==> config.mk <==
export PLATFORM = sky130hd
export DESIGN_NAME = fifo_wr_arbiter
export DESIGN_NICKNAME = d
export VERILOG_FILES = /design/src/rtl/fifo_wr_arbiter.sv
export SDC_FILE = /design/constraint.sdc
export NUM_CORES = 1
export LEC_CHECK = 0
export CAP_MARGIN = 40
export CELL_PAD_IN_SITES_DETAIL_PLACEMENT = 0
export CELL_PAD_IN_SITES_GLOBAL_PLACEMENT = 1
export CORE_MARGIN = 2
export CORE_UTILIZATION = 24
export CTS_CLUSTER_DIAMETER = 60
export DETAILED_ROUTE_END_ITERATION = 8
export MAX_ROUTING_LAYER = met4
export PLACE_DENSITY = 0.81
export SLEW_MARGIN = 20
export SYNTH_ARGS = -nofsm -noshare
export SYNTH_HDL_FRONTEND = slang
export SYNTH_SLANG_ARGS = --single-unit
export TNS_END_PERCENT = 30
==> constraint.sdc <==
create_clock -name wclk_i -period 2.7 [get_ports wclk_i]
set_input_delay 0.675 -clock wclk_i [delete_from_list [all_inputs] [get_ports wclk_i]]
set_output_delay 0.675 -clock wclk_i [all_outputs]
set_load 0.01 [all_outputs]
==> src/rtl/fifo_wr_arbiter.sv <==
// Shares one FIFO write port among NUM_REQ producers: round-robin grants with burst locking.
// Optional build macro FIFO_WR_ARB_PRIO_EN makes producer 0 win every arbitration.
module fifo_wr_arbiter #(
  parameter int unsigned NUM_REQ    = 4,
  parameter int unsigned DATA_WIDTH = 8,
  parameter int unsigned MAX_BURST  = 8
) (
  input  logic                          wclk_i,
  input  logic                          rst_i,
  input  logic [NUM_REQ-1:0]            req_valid_i,
  input  logic [NUM_REQ-1:0]            req_last_i,
  input  logic [NUM_REQ*DATA_WIDTH-1:0] req_data_i,
  output logic [NUM_REQ-1:0]            req_ready_o,
  input  logic                          fifo_full_i,
  output logic                          fifo_wr_en_o,
  output logic [DATA_WIDTH-1:0]         fifo_wr_data_o,
  output logic [$clog2(NUM_REQ)-1:0]    grant_id_o,
  output logic                          busy_o
);

  localparam int unsigned IdW  = $clog2(NUM_REQ);
  localparam int unsigned CntW = $clog2(MAX_BURST + 1);

  localparam logic [0:0] StIdle  = 1'b0;
  localparam logic [0:0] StBurst = 1'b1;

  logic [0:0]      state_q, state_d;
  logic [IdW-1:0]  rr_ptr_q, rr_ptr_d;
  logic [IdW-1:0]  grant_id_q, grant_id_d;
  logic [CntW-1:0] beat_cnt_q, beat_cnt_d;

  logic                  pick_valid;
  logic [IdW-1:0]        pick_id;
  logic [IdW-1:0]        cand;
  logic                  owner_valid;
  logic                  owner_last;
  logic [DATA_WIDTH-1:0] owner_data;
  logic                  busy;
  logic                  wr_en;
  logic                  release_burst;
  logic [IdW-1:0]        next_ptr;

  // First requester at or after rr_ptr, wrapping.
  always_comb begin
    pick_valid = 1'b0;
    pick_id    = '0;
    cand       = '0;
    for (int unsigned k = 0; k < NUM_REQ; k++) begin
      cand = IdW'((32'(rr_ptr_q) + k) % NUM_REQ);
`ifdef FIFO_WR_ARB_PRIO_EN
      if (!pick_valid && (cand != '0) && req_valid_i[cand]) begin
`else
      if (!pick_valid && req_valid_i[cand]) begin
`endif
        pick_valid = 1'b1;
        pick_id    = cand;
      end
    end
`ifdef FIFO_WR_ARB_PRIO_EN
    if (req_valid_i[0]) begin
      pick_valid = 1'b1;
      pick_id    = '0;
    end
`endif
  end

  always_comb begin
    owner_valid = 1'b0;
    owner_last  = 1'b0;
    owner_data  = '0;
    for (int unsigned i = 0; i < NUM_REQ; i++) begin
      if (grant_id_q == IdW'(i)) begin
        owner_valid = req_valid_i[i];
        owner_last  = req_last_i[i];
        owner_data  = req_data_i[i*DATA_WIDTH +: DATA_WIDTH];
      end
    end
  end

  assign busy          = (state_q == StBurst);
  assign wr_en         = busy & owner_valid & ~fifo_full_i;
  // req_last and the beat limit landing on the same write still release only once.
  assign release_burst = wr_en & (owner_last | (beat_cnt_q == CntW'(MAX_BURST - 1)));
  assign next_ptr      = (grant_id_q == IdW'(NUM_REQ - 1)) ? '0 : grant_id_q + 1'b1;

  always_comb begin
    for (int unsigned i = 0; i < NUM_REQ; i++) begin
      req_ready_o[i] = busy & (grant_id_q == IdW'(i)) & ~fifo_full_i;
    end
  end

  assign fifo_wr_en_o   = wr_en;
  assign fifo_wr_data_o = owner_data;
  assign grant_id_o     = grant_id_q;
  assign busy_o         = busy;

  always_comb begin
    state_d    = state_q;
    rr_ptr_d   = rr_ptr_q;
    grant_id_d = grant_id_q;
    beat_cnt_d = beat_cnt_q;
    case (state_q)
      StIdle: begin
        if (pick_valid) begin
          grant_id_d = pick_id;
          beat_cnt_d = '0;
          state_d    = StBurst;
        end
      end
      StBurst: begin
        if (release_burst) begin
          state_d    = StIdle;
          beat_cnt_d = '0;
`ifdef FIFO_WR_ARB_PRIO_EN
          // High-priority grants leave the rotation among the others untouched.
          if (grant_id_q != '0) begin
            rr_ptr_d = next_ptr;
          end
`else
          rr_ptr_d = next_ptr;
`endif
        end else if (wr_en) begin
          beat_cnt_d = beat_cnt_q + 1'b1;
        end
      end
      default: state_d = StIdle;
    endcase
  end

  always_ff @(posedge wclk_i or posedge rst_i) begin
    if (rst_i) begin
      state_q    <= StIdle;
      rr_ptr_q   <= '0;
      grant_id_q <= '0;
      beat_cnt_q <= '0;
    end else begin
      state_q    <= state_d;
      rr_ptr_q   <= rr_ptr_d;
      grant_id_q <= grant_id_d;
      beat_cnt_q <= beat_cnt_d;
    end
  end

endmodule
### Yosys cells after proc, flatten, opt, wreduce, memory -nomap -nowiden

Index checks and enable logic that the tools add are counted.

| storage, ports and cells | value |
|---|---|
| register bits | 9 |
| latch bits | 0 |
| RAM bits | 0 |
| memory bits (read-only) | 0 |
| input port bits | 43 |
| output and inout port bits | 16 |
| word-level logic and storage cells | 79 |
| memories | 0 |

| operators by class | value |
|---|---|
| $add $sub $neg | 5 |
| multiply operators | 0 |
| divide/modulo/power cells | 0 |
| magnitude comparators | 4 |
| eq/ne operators | 6 |
| shifts and indexed selects | 0 |
| muxes and demuxes | 36 |
| bitwise logic cells | 14 |
| reduce and logical (&&, ||, !) cells | 10 |

Operator list:

| cell | count |
|---|---|
| $mux W8 | 4 |
| $mux W1 | 18 |
| $lt A2 B3 Y1 const B | 4 |
| $mux W4 | 3 |
| $and A1 B1 Y1 | 11 |
| $mux W2 | 5 |
| $bmux W1 S2 | 4 |
| $pmux W4 S2 | 1 |
| $reduce_and A2 Y1 | 3 |
| $add A2 B1 Y2 const B | 2 |
| $add A2 B2 Y2 const B | 2 |
| $add A4 B1 Y4 const B | 1 |
| $eq A2 B2 Y1 const B | 2 |
| $eq A4 B3 Y1 const B | 1 |
| $logic_and A1 B1 Y1 | 3 |
| $logic_not A1 Y1 | 3 |
| $ne A3 B1 Y1 const B | 1 |
| $eq A2 B1 Y1 const B | 1 |
| $logic_not A2 Y1 | 1 |
| $ne A2 B2 Y1 const B | 1 |
| $not A1 Y1 | 2 |
| $pmux W1 S2 | 1 |
| $or A1 B1 Y1 | 1 |

### Longest topological paths before layout

| logic depth | value |
|---|---|
| word-level depth | 14 |
| mapped depth | 8 |
| mapped depth without buffers | 7 |

### Worst setup path after synthesis

Ideal clock, no wire load.

| timing | value |
|---|---|
| path kind | flip-flop to flip-flop |
| start | reg grant_id_q[0] (netlist: grant_id_o[0]) |
| end | reg rr_ptr_q[0] |
| setup time | 125 ps |
| arrival | 2068 ps |
| setup slack | 507 ps |
| stages on the path, launching flop included | 9 |
| period minus slack after synthesis | 2193 ps |
| path through | dfrtp_1 inv_1 ha_1 nor2b_1 buf_6 a221o_1 a221oi_4 nand2b_4 mux2_4 |

| on the way | value |
|---|---|
| cells in the longest elaborated chain, start to end | 9 |

RTL lines:

| what | line | RTL |
|---|---|---|
| start: declaration | 29 | `logic [IdW-1:0] grant_id_q, grant_id_d;` |
| start signal: assignment | 139 | `grant_id_q <= grant_id_d;` |
| $logic_not A2 Y1 | 72 | `if (grant_id_q == IdW'(i)) begin` |
| $mux W1 (4 in a row) | 72 |  |
| $and A1 B1 Y1 (2 in a row) | 81 | `assign wr_en = busy & owner_valid & ~fifo_full_i;` |
| $and A1 B1 Y1 | 83 | `assign release_burst = wr_en & (owner_last \| (beat_cnt_q == CntW'(MAX_BURST - 1)));` |
| $reduce_and A2 Y1 (no line) | n/a |  |
| end signal: assignment | 138 | `rr_ptr_q <= rr_ptr_d;` |
| end: declaration | 28 | `logic [IdW-1:0] rr_ptr_q, rr_ptr_d;` |

Parallel ways exist; a longest one is shown, timed or not.
A chain may end at the register's enable or synchronous reset.

### Worst setup path in the final report

| timing | value |
|---|---|
| start | in req_valid_i[2] |
| end | out fifo_wr_en_o |

| on the way | value |
|---|---|
| cells in the longest elaborated chain, start to end | 4 |

RTL lines:

| what | line | RTL |
|---|---|---|
| start: declaration | 10 | `input logic [NUM_REQ-1:0] req_valid_i,` |
| $mux W1 (2 in a row) | 72 |  |
| $and A1 B1 Y1 (2 in a row) | 81 |  |
| end: declaration | 15 | `output logic fifo_wr_en_o,` |

Every way passes these cells.

==> qor.csv <==
metric;value;unit
rsz0062_at_grt;false;
via_per_inst;4.754;
yosys_warnings;0;
cts_buffer_depth;2;
dp_cells;227;
ys.flop_type;dfrtp_1;
core;3661;sq um
ant_nets;0;
fin_crit_sh;98.12;%
root_buffer;clkbuf_8;
placed_cell_area;1617;sq um
routedWlPerCell;13.59;um
syn_area;909.6;sq um
die_y;65.57;um
initial_core_util;24.85;%
synth_top_family_by_area;compound AO/OA/AOI/OAI gates;
grt_pass1_wl;4933;um
fmax;0.3775;GHz
grt_use_total;14.96;%
grt_pass1_vias;1140;
synthMuxAreaShare;4.402;%
die_w;65.57;um
worstSkewPairLatency;0.23;ns
drtIter0Drc;52;
grt_overflow;0;
yosys.area_share.adder;6.878;%
drc;0;
async_flop_share;100.0;%
grt_max_degree;21;
area_growth;87.34;%
skew;0.0006435;ns
rows;22;
ir_drop;0.3648;mV
fin_nets;233;
numCtsBuffers;3;
io_buffer_count;58;
worst_ep_arrival_time;1.97;ns
die-area;4299;sq um
slew_headroom;71.04;%
place_congestion;0.7632;
tightest_slew;0.4287;ns
vias;1103;
hpwl;2458;um
h-tree-depth;1;
cts_tree;yes;
power_leakage;0.7597;nW
cts_sinks;9;
stdcell_count;232;
antenna_found_initial;0;
critPathMaxFanout;2;
synth_compound_area_share;32.46;%
ios;59;
ys_types;35;
powerDensity;864.4;nW/um^2
ys_ff_latch;9;
cap_violations;0;
whs;0.5075;ns
n_antenna_cell;0;
synth_nets;162;
cts_setup_buffers;0;
hold_viol;0;
hold_class;flip-flop to flip-flop;
layout_min_cycle_time;2.649;ns
synth_seq_area_share;24.76;%
firstDrtPassIters;4;
routed_wl;3153;um
final-setup-viol-count;0;
endpoint_kind;output port;
start_kind;input port;
crit_type;input port to output port;
synth.avg_cell_area;7.979;sq um
synth_edf_count;0;
yosys.area_share.simple;22.42;%
synth-xor-area-share;0.9629;%
cp_data_required_time;2.03;ns
drive_above_1_share;17.93;%
finalMaxSlewViolations;0;
netlist_instances;114;
final_area;1704;sq um
outcome;finished clean;
path_clk_slew;0.04;ns
fillers;354;
[synthesized netlist by cell type (2+ instances only)]
cell type,instances,area share (%)
inv_1,6,2.5
a22oi_1,8,6.6
nand2_1,14,5.8
nand3_1,2,1.1
nor2_1,10,4.1
dfrtp_1,9,25
nor3b_1,2,1.7
a211oi_1,2,1.7
clkbuf_1,2,0.83
o21ai_0,12,6.6
mux2_4,2,3.3
nor2b_1,2,1.4
and2_1,3,2.1
buf_2,2,1.1
ha_1,5,6.9
a21oi_1,11,6.1
o21ai_1,2,1.1
buf_6,3,3.7
[critical path, cell delays in order]
cell	delay, ns
clkdlybuf4s50_1	0.42
or3b_4	0.40
and4_4	0.20
dlygate4sd2_1	0.28
[metrics by stage]
stage	total power [mW]	TNS [ns]	util (%)	worst slack, ns
after floorplan	0.8269	0	-	0.5067
final	1.473	0	46.55	0.05067
after CTS	1.470	-0.2642	45.83	-0.09424
after global placement	1.287	-1.575	44.16	-0.2234
after global routing	1.601	0	46.55	0.001379
after detailed placement	1.307	-1.938	44.16	-0.1980
[power by group]
group	switching (mW)	internal (mW)
Combinational	0.512	0.577
Sequential	0.0517	0.180
Clock	0.0491	0.103
Total	0.613	0.860
[cells in the final DEF, fill, tap and decap left out, types with 3 or more instances in the layout]
cell type / instances
a22oi_1: 8
nor2_1: 10
dfrtp_1: 8
and2_1: 3
buf_4: 13
o21ai_0: 12
nand2_1: 14
dlygate4sd2_1: 10
dlymetal6s2s_1: 3
clkdlybuf4s50_1: 45
a21oi_1: 11
clkbuf_8: 3
inv_1: 5
[layer usage]
metal | track usage, % | share of wire [%] | up-vias
li1 | - | - | 556
met1 | 16.63 | 43 | 493
met2 | 26.28 | 46 | 52
met3 | 3.596 | 10 | 2
met4 | 4.948 | 0.67 | 0
met5 | - | 0 | -
[sequential cells by signal (all words and copies together) (netlist names)]
name	flops
grant_id_o	2
rr_ptr_q	2
busy_o	1
beat_cnt_q	4
[worst paths after layout]
check	to	slack, ns	start	depth (start not counted)
worst max-delay path	fifo_wr_en_o	0.05	req_valid_i[2]	4
worst min-delay path	beat_cnt_q[0]	0.51	beat_cnt_q[0]	1
worst max register to register	rr_ptr_q[0]	0.51	grant_id_o[0]	8
worst min register to register	beat_cnt_q[0]	0.51	beat_cnt_q[0]	1
max in group asynchronous	grant_id_o[0]	1.72	rst_i	2
min in group asynchronous	rr_ptr_q[1]	0.71	rst_i	2
[cell families after synthesis]
logic type,count (synthesis)
buffers and inverters,13
adders and majority gates,5
xor gates and xnor gates,1
and+or+nand+nor,40
DFF,9
muxes,3
AOI/OAI and AO/OA,43
[final cells by class]
| type | count | area, sq um | area share (%) |
|---|---|---|---|
| Tap cell | 48 | 60.06 | 3.524 |
| Inverter | 6 | 22.52 | 1.322 |
| Sequential cell | 9 | 226.5 | 13.29 |
| Timing Repair Buffer | 72 | 693.2 | 40.68 |
| Multi-Input combinational cell | 93 | 656.9 | 38.55 |
| Clock buffer | 4 | 45.04 | 2.643 |
[repair_timing]
action / in CTS / in global routing
setup endpoints to repair: 13 / 4
cloned: 1 / 0
hold buffers: 0 / 0
gates resized for setup: 16 / 9
Power figures use the tool's default switching activity.
